### config.mk
export PLATFORM = sky130hd
export DESIGN_NAME = pipeline_hazard_ctrl
export DESIGN_NICKNAME = d
export VERILOG_FILES = /design/src/rtl/hazard_pkg.sv /design/src/rtl/hazard_sat_counter.sv /design/src/rtl/pipeline_hazard_ctrl.sv
export SDC_FILE = /design/constraint.sdc
export NUM_CORES = 1
export LEC_CHECK = 0
export BUFFER_PORTS_ARGS = -buffer_cell sky130_fd_sc_hd__buf_2
export CORE_MARGIN = 3
export CORE_UTILIZATION = 52
export DETAILED_ROUTE_END_ITERATION = 12
export PLACE_DENSITY = 0.87
export SYNTH_ARGS = -nofsm -noshare
export SYNTH_HDL_FRONTEND = slang
export SYNTH_HIERARCHICAL = 1
export SYNTH_SLANG_ARGS = --single-unit
### constraint.sdc
create_clock -name clk_i -period 5.5 [get_ports clk_i]
set_input_delay 1.375 -clock clk_i [delete_from_list [all_inputs] [get_ports clk_i]]
set_output_delay 1.375 -clock clk_i [all_outputs]
set_load 0.05 [all_outputs]
### src/rtl/hazard_pkg.sv
// -----------------------------------------------------------------------------
// hazard_pkg
// Shared types for the pipeline hazard controller.
//   state_e : controller FSM state (RUN, FLUSH, MEM_WAIT), 2-bit encoded
//   prio_e  : resolved hazard class for the current cycle (NONE, LU, BR, MEM)
//   resolve_prio() : fixed-priority arbitration mem_busy > branch > load-use
// -----------------------------------------------------------------------------
package hazard_pkg;

    typedef enum logic [1:0] {
        RUN      = 2'd0,
        FLUSH    = 2'd1,
        MEM_WAIT = 2'd2
    } state_e;

    typedef enum logic [1:0] {
        NONE = 2'd0,
        LU   = 2'd1,
        BR   = 2'd2,
        MEM  = 2'd3
    } prio_e;

    // Highest-priority hazard wins; lower classes are either held by the
    // frozen stages (under MEM) or irrelevant (wrong-path ID under BR).
    function automatic prio_e resolve_prio(input logic mem_busy,
                                           input logic branch_taken,
                                           input logic load_use);
        prio_e p;
        if (mem_busy) begin
            p = MEM;
        end else if (branch_taken) begin
            p = BR;
        end else if (load_use) begin
            p = LU;
        end else begin
            p = NONE;
        end
        return p;
    endfunction

endpackage

### src/rtl/hazard_sat_counter.sv
// -----------------------------------------------------------------------------
// hazard_sat_counter
// Parameterised-width up counter that sticks at all-ones.
//   clk_i : rising-edge clock
//   clr_i : synchronous clear (wins over inc_i)
//   inc_i : increment request for this cycle
//   cnt_o : current count
// -----------------------------------------------------------------------------
module hazard_sat_counter #(
    parameter int W = 32
) (
    input  logic         clk_i,
    input  logic         clr_i,
    input  logic         inc_i,
    output logic [W-1:0] cnt_o
);

    localparam logic [W-1:0] CNT_MAX  = {W{1'b1}};
    localparam logic [W-1:0] CNT_ZERO = {W{1'b0}};
    localparam logic [W-1:0] CNT_ONE  = W'(1);

    logic [W-1:0] cnt_q;
    logic [W-1:0] cnt_d;

    // Next count: clear, saturating increment, or hold.
    always_comb begin
        cnt_d = cnt_q;
        if (clr_i) begin
            cnt_d = CNT_ZERO;
        end else if (inc_i && (cnt_q != CNT_MAX)) begin
            cnt_d = cnt_q + CNT_ONE;
        end else begin
            cnt_d = cnt_q;
        end
    end

    // Count register.
    always_ff @(posedge clk_i) begin
        cnt_q <= cnt_d;
    end

    assign cnt_o = cnt_q;

endmodule

### src/rtl/pipeline_hazard_ctrl.sv
// -----------------------------------------------------------------------------
// pipeline_hazard_ctrl
// Freeze/flush controller for a 5-stage pipeline. Resolves, by fixed priority,
// data-memory stalls (mem_busy), taken branches resolved in EX and load-use
// hazards, with an FSM for multi-cycle IF/ID flush windows and memory-wait
// timeout supervision. Control outputs are Mealy: decoded from the registered
// state and the current inputs.
//
// Optional feature macro: HAZARD_STATS_EN adds stall_cnt_o / flush_cnt_o
// (width `WORD_LEN, normally supplied by defines.v).
//
// Ports
//   clk_i, rst_i           : clock, synchronous active-high reset
//   id_src1_i, id_src2_i   : source registers of the ID instruction
//   id_use_src2_i          : ID instruction reads id_src2_i
//   ex_mem_read_i          : EX instruction is a load
//   ex_dest_i              : EX instruction destination register
//   branch_taken_i         : EX resolved a taken branch
//   mem_busy_i             : data memory not ready
//   *_freeze_o             : hold PC / pipe register
//   if_id_flush_o, id_ex_flush_o : load a bubble
//   mem_timeout_o          : sticky memory-wait timeout
//   stall_cnt_o, flush_cnt_o     : statistics (HAZARD_STATS_EN only)
// -----------------------------------------------------------------------------
`ifdef HAZARD_STATS_EN
`ifndef WORD_LEN
`define WORD_LEN 32
`endif
`endif

module pipeline_hazard_ctrl
    import hazard_pkg::*;
#(
    parameter int REG_ADDR_W   = 4,
    parameter int FLUSH_CYCLES = 1,
    parameter int MEM_TIMEOUT  = 255
) (
    input  logic                  clk_i,
    input  logic                  rst_i,
    input  logic [REG_ADDR_W-1:0] id_src1_i,
    input  logic [REG_ADDR_W-1:0] id_src2_i,
    input  logic                  id_use_src2_i,
    input  logic                  ex_mem_read_i,
    input  logic [REG_ADDR_W-1:0] ex_dest_i,
    input  logic                  branch_taken_i,
    input  logic                  mem_busy_i,
    output logic                  pc_freeze_o,
    output logic                  if_id_freeze_o,
    output logic                  id_ex_freeze_o,
    output logic                  ex_mem_freeze_o,
    output logic                  mem_wb_freeze_o,
    output logic                  if_id_flush_o,
    output logic                  id_ex_flush_o,
    output logic                  mem_timeout_o
`ifdef HAZARD_STATS_EN
    ,
    output logic [`WORD_LEN-1:0]  stall_cnt_o,
    output logic [`WORD_LEN-1:0]  flush_cnt_o
`endif
);

    localparam int WAIT_W = $clog2(MEM_TIMEOUT + 1);
    localparam int FL_W   = $clog2(FLUSH_CYCLES + 1);

    localparam logic [WAIT_W-1:0] WAIT_ZERO   = {WAIT_W{1'b0}};
    localparam logic [WAIT_W-1:0] WAIT_ONE    = WAIT_W'(1);
    localparam logic [WAIT_W-1:0] WAIT_MAX    = {WAIT_W{1'b1}};
    localparam logic [WAIT_W-1:0] TIMEOUT_VAL = WAIT_W'(MEM_TIMEOUT);

    localparam logic [FL_W-1:0] FL_ZERO   = {FL_W{1'b0}};
    localparam logic [FL_W-1:0] FL_ONE    = FL_W'(1);
    localparam logic [FL_W-1:0] FL_RELOAD = FL_W'(FLUSH_CYCLES - 1);

    localparam logic [REG_ADDR_W-1:0] REG_ZERO = {REG_ADDR_W{1'b0}};

    state_e            state_q, state_d;
    state_e            eff_state_s;
    prio_e             prio_s;
    logic [FL_W-1:0]   flush_left_q, flush_left_d;
    logic [WAIT_W-1:0] wait_cnt_q, wait_cnt_d;
    logic              mem_timeout_q, mem_timeout_d;
    logic              lu_s;
    logic              branch_next_s;

    // Register 0 is hardwired, so a load targeting it never creates a hazard.
    assign lu_s = ex_mem_read_i && (ex_dest_i != REG_ZERO) &&
                  ((ex_dest_i == id_src1_i) ||
                   (id_use_src2_i && (ex_dest_i == id_src2_i)));

    // During the reset cycle the outputs decode as RUN regardless of state.
    assign eff_state_s = rst_i ? RUN : state_q;
    assign prio_s      = resolve_prio(mem_busy_i, branch_taken_i, lu_s);

    // A one-cycle window needs no FLUSH state: the branch cycle covers it.
    assign branch_next_s = (FL_RELOAD == FL_ZERO) ? 1'b0 : 1'b1;

    // State register with synchronous reset.
    always_ff @(posedge clk_i) begin
        if (rst_i) begin
            state_q       <= RUN;
            flush_left_q  <= FL_ZERO;
            wait_cnt_q    <= WAIT_ZERO;
            mem_timeout_q <= 1'b0;
        end else begin
            state_q       <= state_d;
            flush_left_q  <= flush_left_d;
            wait_cnt_q    <= wait_cnt_d;
            mem_timeout_q <= mem_timeout_d;
        end
    end

    // Next-state logic: flush window countdown and memory-wait supervision.
    always_comb begin
        state_d      = state_q;
        flush_left_d = flush_left_q;
        wait_cnt_d   = WAIT_ZERO;
        case (eff_state_s)
            FLUSH: begin
                case (prio_s)
                    MEM: begin
                        // Frozen: window holds, wait is not supervised here.
                        state_d      = FLUSH;
                        flush_left_d = flush_left_q;
                    end
                    BR: begin
                        flush_left_d = FL_RELOAD;
                        state_d      = branch_next_s ? FLUSH : RUN;
                    end
                    default: begin
                        // Load-use is ignored: the ID instruction is being flushed.
                        if (flush_left_q <= FL_ONE) begin
                            flush_left_d = FL_ZERO;
                            state_d      = RUN;
                        end else begin
                            flush_left_d = flush_left_q - FL_ONE;
                            state_d      = FLUSH;
                        end
                    end
                endcase
            end
            default: begin
                // RUN, and MEM_WAIT once memory is ready, share one decode.
                case (prio_s)
                    MEM: begin
                        state_d = MEM_WAIT;
                        if (eff_state_s == MEM_WAIT) begin
                            wait_cnt_d = (wait_cnt_q == WAIT_MAX) ? wait_cnt_q
                                                                  : wait_cnt_q + WAIT_ONE;
                        end else begin
                            wait_cnt_d = WAIT_ONE;
                        end
                    end
                    BR: begin
                        flush_left_d = FL_RELOAD;
                        state_d      = branch_next_s ? FLUSH : RUN;
                    end
                    default: begin
                        state_d = RUN;
                    end
                endcase
            end
        endcase
        mem_timeout_d = mem_timeout_q || (wait_cnt_d == TIMEOUT_VAL);
    end

    // Output decode: freeze and flush are never raised on the same register.
    always_comb begin
        pc_freeze_o     = 1'b0;
        if_id_freeze_o  = 1'b0;
        id_ex_freeze_o  = 1'b0;
        ex_mem_freeze_o = 1'b0;
        mem_wb_freeze_o = 1'b0;
        if_id_flush_o   = 1'b0;
        id_ex_flush_o   = 1'b0;
        case (prio_s)
            MEM: begin
                pc_freeze_o     = 1'b1;
                if_id_freeze_o  = 1'b1;
                id_ex_freeze_o  = 1'b1;
                ex_mem_freeze_o = 1'b1;
                mem_wb_freeze_o = 1'b1;
            end
            BR: begin
                if_id_flush_o = 1'b1;
                id_ex_flush_o = 1'b1;
            end
            LU: begin
                if (eff_state_s == FLUSH) begin
                    if_id_flush_o = 1'b1;
                end else begin
                    pc_freeze_o    = 1'b1;
                    if_id_freeze_o = 1'b1;
                    id_ex_flush_o  = 1'b1;
                end
            end
            default: begin
                if (eff_state_s == FLUSH) begin
                    if_id_flush_o = 1'b1;
                end else begin
                    if_id_flush_o = 1'b0;
                end
            end
        endcase
    end

    assign mem_timeout_o = mem_timeout_q;

`ifdef HAZARD_STATS_EN
    logic any_freeze_s;
    logic any_flush_s;

    assign any_freeze_s = pc_freeze_o | if_id_freeze_o | id_ex_freeze_o |
                          ex_mem_freeze_o | mem_wb_freeze_o;
    assign any_flush_s  = if_id_flush_o | id_ex_flush_o;

    hazard_sat_counter #(.W(`WORD_LEN)) u_stall_cnt (
        .clk_i (clk_i),
        .clr_i (rst_i),
        .inc_i (any_freeze_s),
        .cnt_o (stall_cnt_o)
    );

    hazard_sat_counter #(.W(`WORD_LEN)) u_flush_cnt (
        .clk_i (clk_i),
        .clr_i (rst_i),
        .inc_i (any_flush_s),
        .cnt_o (flush_cnt_o)
    );
`endif

endmodule

# Word-level counts from Yosys, hierarchy flattened
# Cells that the tools add are included.
# word_totals
ff_bits,12
latchBits,0
ram_bits,0
mem_bits_ro,0
in_bits,18
mem_count,0
# op_classes
n_addsub,2
mul,0
div_mod_pow,0
n_lt_le_gt_ge,1
n_eq_ne,10
n_shift,0
muxes,22
n_bitwise,0
reduce_logical,8
# ops
op,count
two-way mux 8 bit,4
"== test 8 bit, second input constant",2
two-way mux 2 bit,5
one-hot mux 1 bit (2 select lines),5
"adder 8 x 1 -> 8 bit, second input constant",1
== test 4 bit,2
two-way mux 1 bit,8
"== test 2 bit, second input constant",3
"== test 2 x 1 -> 1 bit, second input constant",2
nonzero test 4 bit,1
logical AND 1 bit,3
logical OR 1 bit,2
"!= test 2 bit, second input constant",1
AND reduction 2 bit,1
nonzero test 2 bit,1
"less-or-equal comparator 1 bit, second input constant",1
"subtractor 1 bit, second input constant",1

# Longest topological paths before layout
# Gate-level depths: netlist of run 1.
# depth
depth_word,12
ltp_mapped,11

# Worst setup path after synthesis of run 1
# No wires, ideal clock.
# synth_timing
kind,input to output
startpoint,input port ex_dest_i[1]
endpoint,output port pc_freeze_o
t_arrival_ps,3916
required_ps,4125
path_slack_ps,209
stages,8
n_path_buf,1
path_cell_list,xor2_1 -> o41ai_1 -> a21oi_1 -> inv_1 -> ha_1 -> inv_1 -> a21oi_1 -> buf_4
# synth_via
elab_chain_cells,9
elab_cells_between_ends,13
# synth_rtl
item,line,text
"start, declared",pipeline_hazard_ctrl.sv:44,"input logic [REG_ADDR_W-1:0] ex_dest_i,"
== test 4 bit,pipeline_hazard_ctrl.sv:88,(id_use_src2_i && (ex_dest_i == id_src2_i)));
logical AND 1 bit,pipeline_hazard_ctrl.sv:88,
logical OR 1 bit,pipeline_hazard_ctrl.sv:87,((ex_dest_i == id_src1_i) ||
logical AND 1 bit (*),pipeline_hazard_ctrl.sv:86,assign lu_s = ex_mem_read_i && (ex_dest_i != REG_ZERO) &&
two-way mux 1 bit (*),hazard_pkg.sv:33,end else if (load_use) begin
two-way mux 2 bit (*),hazard_pkg.sv:31,end else if (branch_taken) begin
two-way mux 2 bit (*),hazard_pkg.sv:29,if (mem_busy) begin
== test 2 x 1 -> 1 bit / == test 2 bit (equally long branches),--,
one-hot mux 1 bit (2 select lines) (*),--,
"end, declared",pipeline_hazard_ctrl.sv:47,"output logic pc_freeze_o,"
# Mark *: on every way between the ends. The rest lies on a longest branch, timed or not.

# Worst setup path in the final report of run 1
# layout_timing
startpoint,input port ex_dest_i[1]
endpoint,output port pc_freeze_o
# layout_via
elab_chain_cells,9
elab_cells_between_ends,13
# layout_rtl
item,line,text
== test 4 bit,pipeline_hazard_ctrl.sv:88,
logical AND 1 bit,pipeline_hazard_ctrl.sv:88,
logical OR 1 bit,pipeline_hazard_ctrl.sv:87,
logical AND 1 bit (*),pipeline_hazard_ctrl.sv:86,
two-way mux 1 bit (*),hazard_pkg.sv:33,
two-way mux 2 bit (*),hazard_pkg.sv:31,
two-way mux 2 bit (*),hazard_pkg.sv:29,
== test 2 x 1 -> 1 bit / == test 2 bit (equally long branches),pipeline_hazard_ctrl.sv:175,case (prio_s)
one-hot mux 1 bit (2 select lines) (*),pipeline_hazard_ctrl.sv:175,
# Marks and branches as above.

==> impl_metrics.toml, run 1 <==
[worst_setup_path]
critPathSlowestCell = "o41ai_1"
crit_path_end_kind = "output port"
worstPathArrival_ns = 3.08
regToRegEndpoint = "wait_cnt_q[0]$_SDFF_PP0_"
cp.buffers_inverters = 4
critPathMaxStageDelay_ns = 0.39
critPathLaunchType = "primary input"
r2r_start = "wait_cnt_q[0]$_SDFF_PP0_"
r2r_cells = 5
path_cells = "buf_2 > xor2_1 > o41ai_1 > a21oi_1 > inv_1 > ha_1 > inv_1 > a21oi_1 > buf_2"
worst-path-max-fanout = 5
critical_path_class = "in -> out"
r2r_setup_slack_ns = 3.73
crit_required_ns = 4.12
crit_family = "compound AO/OA/AOI/OAI gates"

[placed_design]
post-place-ws_ns = 1.04
port_buffers = 25
numPlacedInstances = 130
gp_congestion = 0.753
place_area_sq_um = 897
place_hpwl_um = 1400

[worst_hold_path]
hp-class = "reg -> reg"
hold_path.startpoint = "wait_cnt_q[1]$_SDFF_PP0_"
hold_path_depth = 2
whs_endpoint = "wait_cnt_q[1]$_SDFF_PP0_"

[layout]
final_common_cell = "buf_2"
drive_gt1_share_pct = 29.4
syn2layout_area_growth_pct = 17.0
num-nets-final = 142
design_area_sq_um = 923
fillerInstances = 117
final_cell_mix = "25 x buf_2, 11 x dfxtp_1, 7 x inv_1, 6 x xnor2_1, 6 x a31oi_1"
layout.cells.non_filler = 134
final_util_pct = 67.6
antennaDiodeCount = 0

[yosys]
ys_ff_latch = 11
ys_seq_area_share_pct = 27.9
synth_area_sq_um = 790
ys_async_sr_fraction_pct = 0
synth_cells = 96
ys.warnings.count = 6
syn_area_per_cell_sq_um = 8.22
syn-num-nets = 118
yosys.cell_types.count = 37
ys.flop_type = "dfxtp_1"
synth_edf_count = 0

[global_route]
grt_antenna_before_repair = 0
grt_start_max_net_pins = 12
gr-usage-all-layers_pct = 19.9
grt_pass1_vias = 724
grt_pass1_wl_um = 2970
grt_overflow_total = 0

[sta]
tightest_slew_ns = 0.319
setup-violations-final = 0
maxSlewViolCount = 0
fin_crit_sh_pct = 81.0
rsz0062_at_grt = "false"
skew_ns = 0.00805
fin_crit_ns = 4.46
hold_viol = 0
fmax_mhz = 224
hold_slack_ns = 0.491
fin_setup_tns_ns = 0
slew_headroom_pct = 78.5
worst_slack_ns = 1.04

[power_and_ir_drop]
p_per_area_mw_per_mm2 = 193
power.total_mw = 0.178
leakage_nw = 0.388
vdd_drop_max_uv = 149

[clock_tree]
cts_tree = "done"
clockBufferDepth = 2
hold_buffers = 0
clk_pin_slew_ns = 0.06
cts_buffers = 3
root_buffer = "clkbuf_4"
cts-resized-gates = 0
insertion_delay_ns = 0.27
cts_max_level = 1
cts_setup_buffers = 0
numClockSinks = 11

[flow_run]
cap_violations = 0

[drt]
via_per_inst = 5.90
wl_per_cell_um = 13.2
dr.pass1.iters = 4
wl_um = 1770
drt_iter0_markers = 7
antenna_left = 0
num_vias = 791
drc = 0

[floorplan]
boundaryPins = 26
die_area_sq_mm = 0.00202
die_y_um = 45.0
die_w_um = 45.0
core_sq_mm = 0.00137
row_count = 13
start_util_pct = 57.8

[status]
outcome = "finished clean"
metal layers:
metal,GRT usage [%],vias up,routed length (um)
li1,-,398,-
met1,22.5,373,764
met2,34.5,15,916
met3,7.17,5,66
met4,6.43,0,22
met5,0,-,0
kinds of logic (layout without fill, tap and decap cells):
group                      after synthesis  in the layout  synth area share (%)
adders and majority gates                4              4                  6.34
xor gates and xnor gates                 9              9                  9.98
AOI/OAI and AO/OA                       27             27                  23.1
and+or+nand+nor                         32             32                  24.7
buffers and inverters                   13             36                  7.92
DFF                                     11             11                  27.9
state kept, by name (all words and copies together), names as in the netlist:
register and count:
wait_cnt_q 8, state_q 2, mem_timeout_o 1
power breakdown:
group	switching (mW)	internal [mW]
Clock	0.0277	0.0281
Sequential	0.000809	0.0805
Combinational	0.0266	0.0146
cells in the mapped netlist, types with 2 or more instances:
master,instances,area share (%)
nor2_1,4,1.9
xor2_1,3,3.3
dfxtp_1,11,28
inv_1,7,3.3
nor3b_1,4,3.8
nand2_1,5,2.4
buf_4,3,2.9
nor4_1,2,1.6
a31oi_1,6,4.8
ha_1,4,6.3
o21ai_0,5,3.2
a21oi_1,5,3.2
and3_2,2,1.9
xnor2_1,6,6.7
and3_1,2,1.6
o211ai_1,2,1.9
nor3_1,2,1.3
buf_2,2,1.3
nand3_1,3,1.9
tightest hold or removal path, delay by kind of cell (launching register included):
| kind | cells | cell delay, ns |
|---|---|---|
| and+or+nand+nor | 1 | 0.06 |
| AOI/OAI and AO/OA | 1 | 0.05 |
| DFF | 1 | 0.33 |
worst max path at each step:
stage	from	slack (ns)	cells after the start	to
floorplan	ex_dest_i[1]	0.21	8	pc_freeze_o
global placement	ex_dest_i[1]	1.14	9	pc_freeze_o
detailed placement	ex_dest_i[1]	1.04	9	pc_freeze_o
CTS	ex_dest_i[1]	1.04	9	pc_freeze_o
global route	ex_dest_i[1]	0.83	9	pc_freeze_o
finish	ex_dest_i[1]	1.04	9	pc_freeze_o
area by class of cell:
class | instances | area [sq um] | share of cell area (%)
multi-input combinational | 72 | 507 | 54.9
timing repair buffer | 25 | 125 | 13.6
tap | 15 | 18.8 | 2.03
sequential | 11 | 220 | 23.8
clock buffer | 4 | 26.3 | 2.85
inverter | 7 | 26.3 | 2.85
Note: power is estimated with default switching activity, not from simulation.
==> inputs of run 2 (changes only) <==
Settings changed: CORE_UTILIZATION 52 to 44, PLACE_DENSITY 0.87 to 0.79.
Clock period 5.5 ns to 3.78 ns, I/O delays scaled along.
==> impl_metrics.toml, run 2 (synthesis results as in run 1) <==
[drt]
num_vias = 788
wl_per_cell_um = 12.1
drt_iter0_markers = 27
via_per_inst = 5.51
wl_um = 1730
drc = 0
antenna_left = 0
dr.pass1.iters = 4

[global_route]
grt_pass1_wl_um = 3010
grt_start_max_net_pins = 12
grt_overflow_total = 0
gr-usage-all-layers_pct = 16.4
grt_antenna_before_repair = 0
grt_pass1_vias = 694

[sta]
fin_crit_ns = 3.66
fmax_mhz = 273
setup-violations-final = 0
slew_headroom_pct = 67.7
fin_crit_sh_pct = 96.8
skew_ns = 0.00561
hold_viol = 0
rsz0062_at_grt = "false"
maxSlewViolCount = 0
tightest_slew_ns = 0.479

[floorplan]
die_y_um = 48.4
boundaryPins = 26
start_util_pct = 49.5
core_sq_mm = 0.00159
die_area_sq_mm = 0.00234
die_w_um = 48.4
row_count = 14

[flow_run]
cap_violations = 0

[layout]
num-nets-final = 142
drive_gt1_share_pct = 30.3
largest_reg_flops = 8
regMostFlops = "wait_cnt_q"
final_cell_mix = "25 x buf_2, 11 x dfxtp_1, 7 x inv_1, 6 x xnor2_1, 6 x a31oi_1"
fillerInstances = 154
syn2layout_area_growth_pct = 19.8
final_common_cell = "buf_2"
antennaDiodeCount = 0
design_area_sq_um = 946

[worst_setup_path]
worst-path-max-fanout = 3
critical_path_class = "in -> out"
critPathMaxStageDelay_ns = 0.36
crit_required_ns = 2.83
critPathLaunchType = "primary input"
path_cells = "buf_2 > xor2_1 > o41ai_1 > a21oi_1 > inv_1 > ha_1 > o21ai_0 > a21oi_4 > buf_2"
crit_path_end_kind = "output port"
critPathSlowestCell = "o41ai_1"
worstPathArrival_ns = 2.71
cpMostUsedCell = "buf_2"
cp-startpoint = "ex_dest_i[1]"
r2r_start = "wait_cnt_q[0]$_SDFF_PP0_"

[worst_hold_path]
hold_path.startpoint = "mem_timeout_o$_SDFF_PP0_"
hp-class = "reg -> reg"

[clock_tree]
hold_buffers = 0
clockBufferDepth = 2
cts_tree = "done"
cts-resized-gates = 0
numClockSinks = 11
root_buffer = "clkbuf_4"
insertion_delay_ns = 0.28
cts_buffers = 3
cts_setup_buffers = 0
cts_max_level = 1
clk_pin_slew_ns = 0.07

[power_and_ir_drop]
power.total_mw = 0.264
leakage_nw = 0.389
vdd_drop_max_uv = 144
p_per_area_mw_per_mm2 = 279

[placed_design]
place_area_sq_um = 920
port_buffers = 25
place_hpwl_um = 1370
gp_congestion = 0.862

[status]
outcome = "finished clean"
==> run 2: changes by cell type in the layout (fill, tap and decap cells not counted) <==
cell	before	now
a21boi_1	0	1
a21boi_0	1	0
a21oi_1	5	4
a21oi_4	0	1
==> run 2: metrics by stage <==
stage / hold slack, ns / cells / setup WS (ns) / utilization, % / setup TNS [ns]
floorplan: 0.452 / 96 / -0.223 / - / -0.223
global placement: 0.449 / 139 / 0.223 / 57.7 / 0
detailed placement: 0.460 / 139 / 0.131 / 57.7 / 0
CTS: 0.470 / 143 / 0.104 / 59.3 / 0
global route: 0.497 / 143 / 0.0126 / 59.3 / 0
finish: 0.464 / 143 / 0.122 / 59.3 / 0
==> run 2: cell type report <==
class | instances | area (sq um) | area share, %
multi-input cells | 72 | 518 | 54.8
flip-flops and latches | 11 | 220 | 23.3
repair buffers | 25 | 125 | 13.2
well taps | 24 | 30.0 | 3.17
clock buffers | 4 | 26.3 | 2.78
inverters | 7 | 26.3 | 2.78
==> run 2: power by group <==
part | switching [mW] | internal, mW
registers | 0.00118 | 0.117
logic | 0.0401 | 0.0219
clock network | 0.0428 | 0.0410
total | 0.0840 | 0.180
==> run 2: worst paths after layout <==
check,to,slack [ns],cells past startpoint
setup / recovery,pc_freeze_o,0.12,9
hold / removal,mem_timeout_o$_SDFF_PP0_,0.46,2
setup reg to reg,wait_cnt_q[0]$_SDFF_PP0_,2.02,5
hold reg to reg,mem_timeout_o$_SDFF_PP0_,0.46,2
==> run 2: layer usage <==
metal	part of all wire (%)	wire length, um	track usage (%)
met2	48	835	27.1
met3	5.9	102	3.68
met1	43	738	18.9
met4	3.3	57	11.4
met5	0	0	0
==> run 2: worst max-delay path, delay by kind of cell <==
kind / cells / cell delay (ns)
compound gates: 4 / 0.96
xor+xnor: 1 / 0.15
fa+ha+maj: 1 / 0.14
buf+inv: 3 / 0.52
==> inputs of run 3 (changes only) <==
Settings changed: PLACE_DENSITY 0.79 to 0.73.
==> impl_metrics.toml, run 3 (synthesis results as in run 1) <==
[global_route]
gr-usage-all-layers_pct = 16.1
grt_start_max_net_pins = 12
grt_pass1_wl_um = 3060
grt_overflow_total = 0
grt_antenna_before_repair = 0
grt_pass1_vias = 731

[worst_setup_path]
critPathLaunchType = "primary input"
critPathSlowestCell = "o41ai_1"
critPathMaxStageDelay_ns = 0.36
r2r_setup_slack_ns = 1.99
cp.buffers_inverters = 3
path_cells = "buf_2 > xor2_1 > o41ai_1 > a21oi_1 > inv_1 > ha_1 > o21ai_0 > a21oi_4 > buf_2"
worstPathArrival_ns = 2.69
r2r_start = "wait_cnt_q[0]$_SDFF_PP0_"
r2r_cells = 6
crit_family = "compound AO/OA/AOI/OAI gates"
critical_path_class = "in -> out"
crit_path_end_kind = "output port"
cpMostUsedCell = "buf_2"
crit_cells = 9
regToRegEndpoint = "mem_timeout_o$_SDFF_PP0_"
worst-path-max-fanout = 3
crit_required_ns = 2.83

[placed_design]
port_buffers = 25
numPlacedInstances = 139
gp_congestion = 0.830
place_hpwl_um = 1440
post-place-ws_ns = 0.138

[sta]
fin_crit_ns = 3.64
fin_crit_sh_pct = 96.2
hold_viol = 0
setup-violations-final = 0
skew_ns = 0.00843
slew_headroom_pct = 69.3
tightest_slew_ns = 0.456
worst_slack_ns = 0.144
maxSlewViolCount = 0
fmax_mhz = 275
rsz0062_at_grt = "false"

[power_and_ir_drop]
p_per_area_mw_per_mm2 = 276
vdd_drop_max_uv = 225
p_switching_mw = 0.0812
leakage_nw = 0.389
internal_power_mw = 0.181
combPwrFrac_pct = 23.8
seqPwrFrac_pct = 45.2
clock_power_share_pct = 31.0
switching_share_pct = 31.0

[floorplan]
boundaryPins = 26
die_y_um = 48.4
die_area_sq_mm = 0.00234
row_count = 14
core_sq_mm = 0.00159
die_w_um = 48.4
start_util_pct = 49.5

[flow_run]
cap_violations = 0

[worst_hold_path]
hold_path_depth = 2
whs_endpoint = "mem_timeout_o$_SDFF_PP0_"
hp-class = "reg -> reg"
hold_path.startpoint = "mem_timeout_o$_SDFF_PP0_"

[clock_tree]
clk_pin_slew_ns = 0.06
hold_buffers = 0
cts_buffers = 3
numClockSinks = 11
cts_setup_buffers = 0
cts-resized-gates = 0
cts_tree = "done"
cts_max_level = 1
root_buffer = "clkbuf_4"
insertion_delay_ns = 0.27
clockBufferDepth = 2

[drt]
wl_per_cell_um = 12.5
wl_um = 1790
num_vias = 773
dr.pass1.iters = 4
antenna_left = 0
drc = 0
via_per_inst = 5.41
drt_iter0_markers = 8

[layout]
final_cell_mix = "24 x buf_2, 11 x dfxtp_1, 7 x inv_1, 6 x xnor2_1, 6 x a31oi_1"
syn2layout_area_growth_pct = 20.1
regMostFlops = "wait_cnt_q"
layout.cells.non_filler = 143
drive_gt1_share_pct = 30.3
final_common_cell = "buf_2"
antennaDiodeCount = 0
num-nets-final = 142
largest_reg_flops = 8

[status]
outcome = "finished clean"
==> run 3: changes by cell type in the layout (fill, tap and decap cells not counted), sizes merged <==
cell    before  now
clkbuf       4    5
buf         25   24
==> run 3: cell type report <==
cell class / count / area [sq um]
clock buffer: 4 / 26.3
fill: 152 / 646
inverter: 7 / 26.3
multi-input combinational: 72 / 518
sequential: 11 / 220
tap: 24 / 30.0
timing repair buffer: 25 / 128
==> run 3: worst min-delay path, stage by stage (launching register included) <==
cell,delay [ns]
dfxtp_1,0.31
inv_1,0.05
o22ai_1,0.06
==> run 3: worst max path at each step <==
stage / startpoint / end / slack, ns
after detailed placement: ex_dest_i[0] / id_ex_flush_o / 0.14
after global placement: ex_dest_i[1] / pc_freeze_o / 0.19
after CTS: ex_dest_i[1] / id_ex_flush_o / 0.14
after global routing: ex_dest_i[1] / if_id_freeze_o / 0.02
final: ex_dest_i[1] / if_id_freeze_o / 0.14
after floorplan: ex_dest_i[1] / pc_freeze_o / -0.22
==> run 3: power groups by stage <==
stage / Clock (mW) / Sequential [mW] / Combinational, mW
after floorplan: 0 / 0.121 / 0.0448
after global placement: 0 / 0.121 / 0.0606
after detailed placement: 0 / 0.121 / 0.0618
after CTS: 0.0838 / 0.118 / 0.0622
after global routing: 0.0920 / 0.119 / 0.0668
final: 0.0811 / 0.118 / 0.0623
==> run 3: layer usage <==
metal | share of wire (%) | global-route usage (%)
met5 | 0 | 0
met4 | 0.73 | 4.27
met3 | 4.0 | 5.52
met2 | 50 | 28.0
met1 | 45 | 18.9
==> run 3: through the flow <==
step	power, mW	hold slack (ns)	setup TNS (ns)	utilization (%)	instance area (sq um)
detailed placement	0.183	0.458	0	57.7	920
global route	0.277	0.511	0	59.5	948
finish	0.262	0.468	0	59.5	948
global placement	0.182	0.446	0	57.7	920
CTS	0.264	0.469	0	59.3	946
floorplan	0.166	0.452	-0.223	-	801
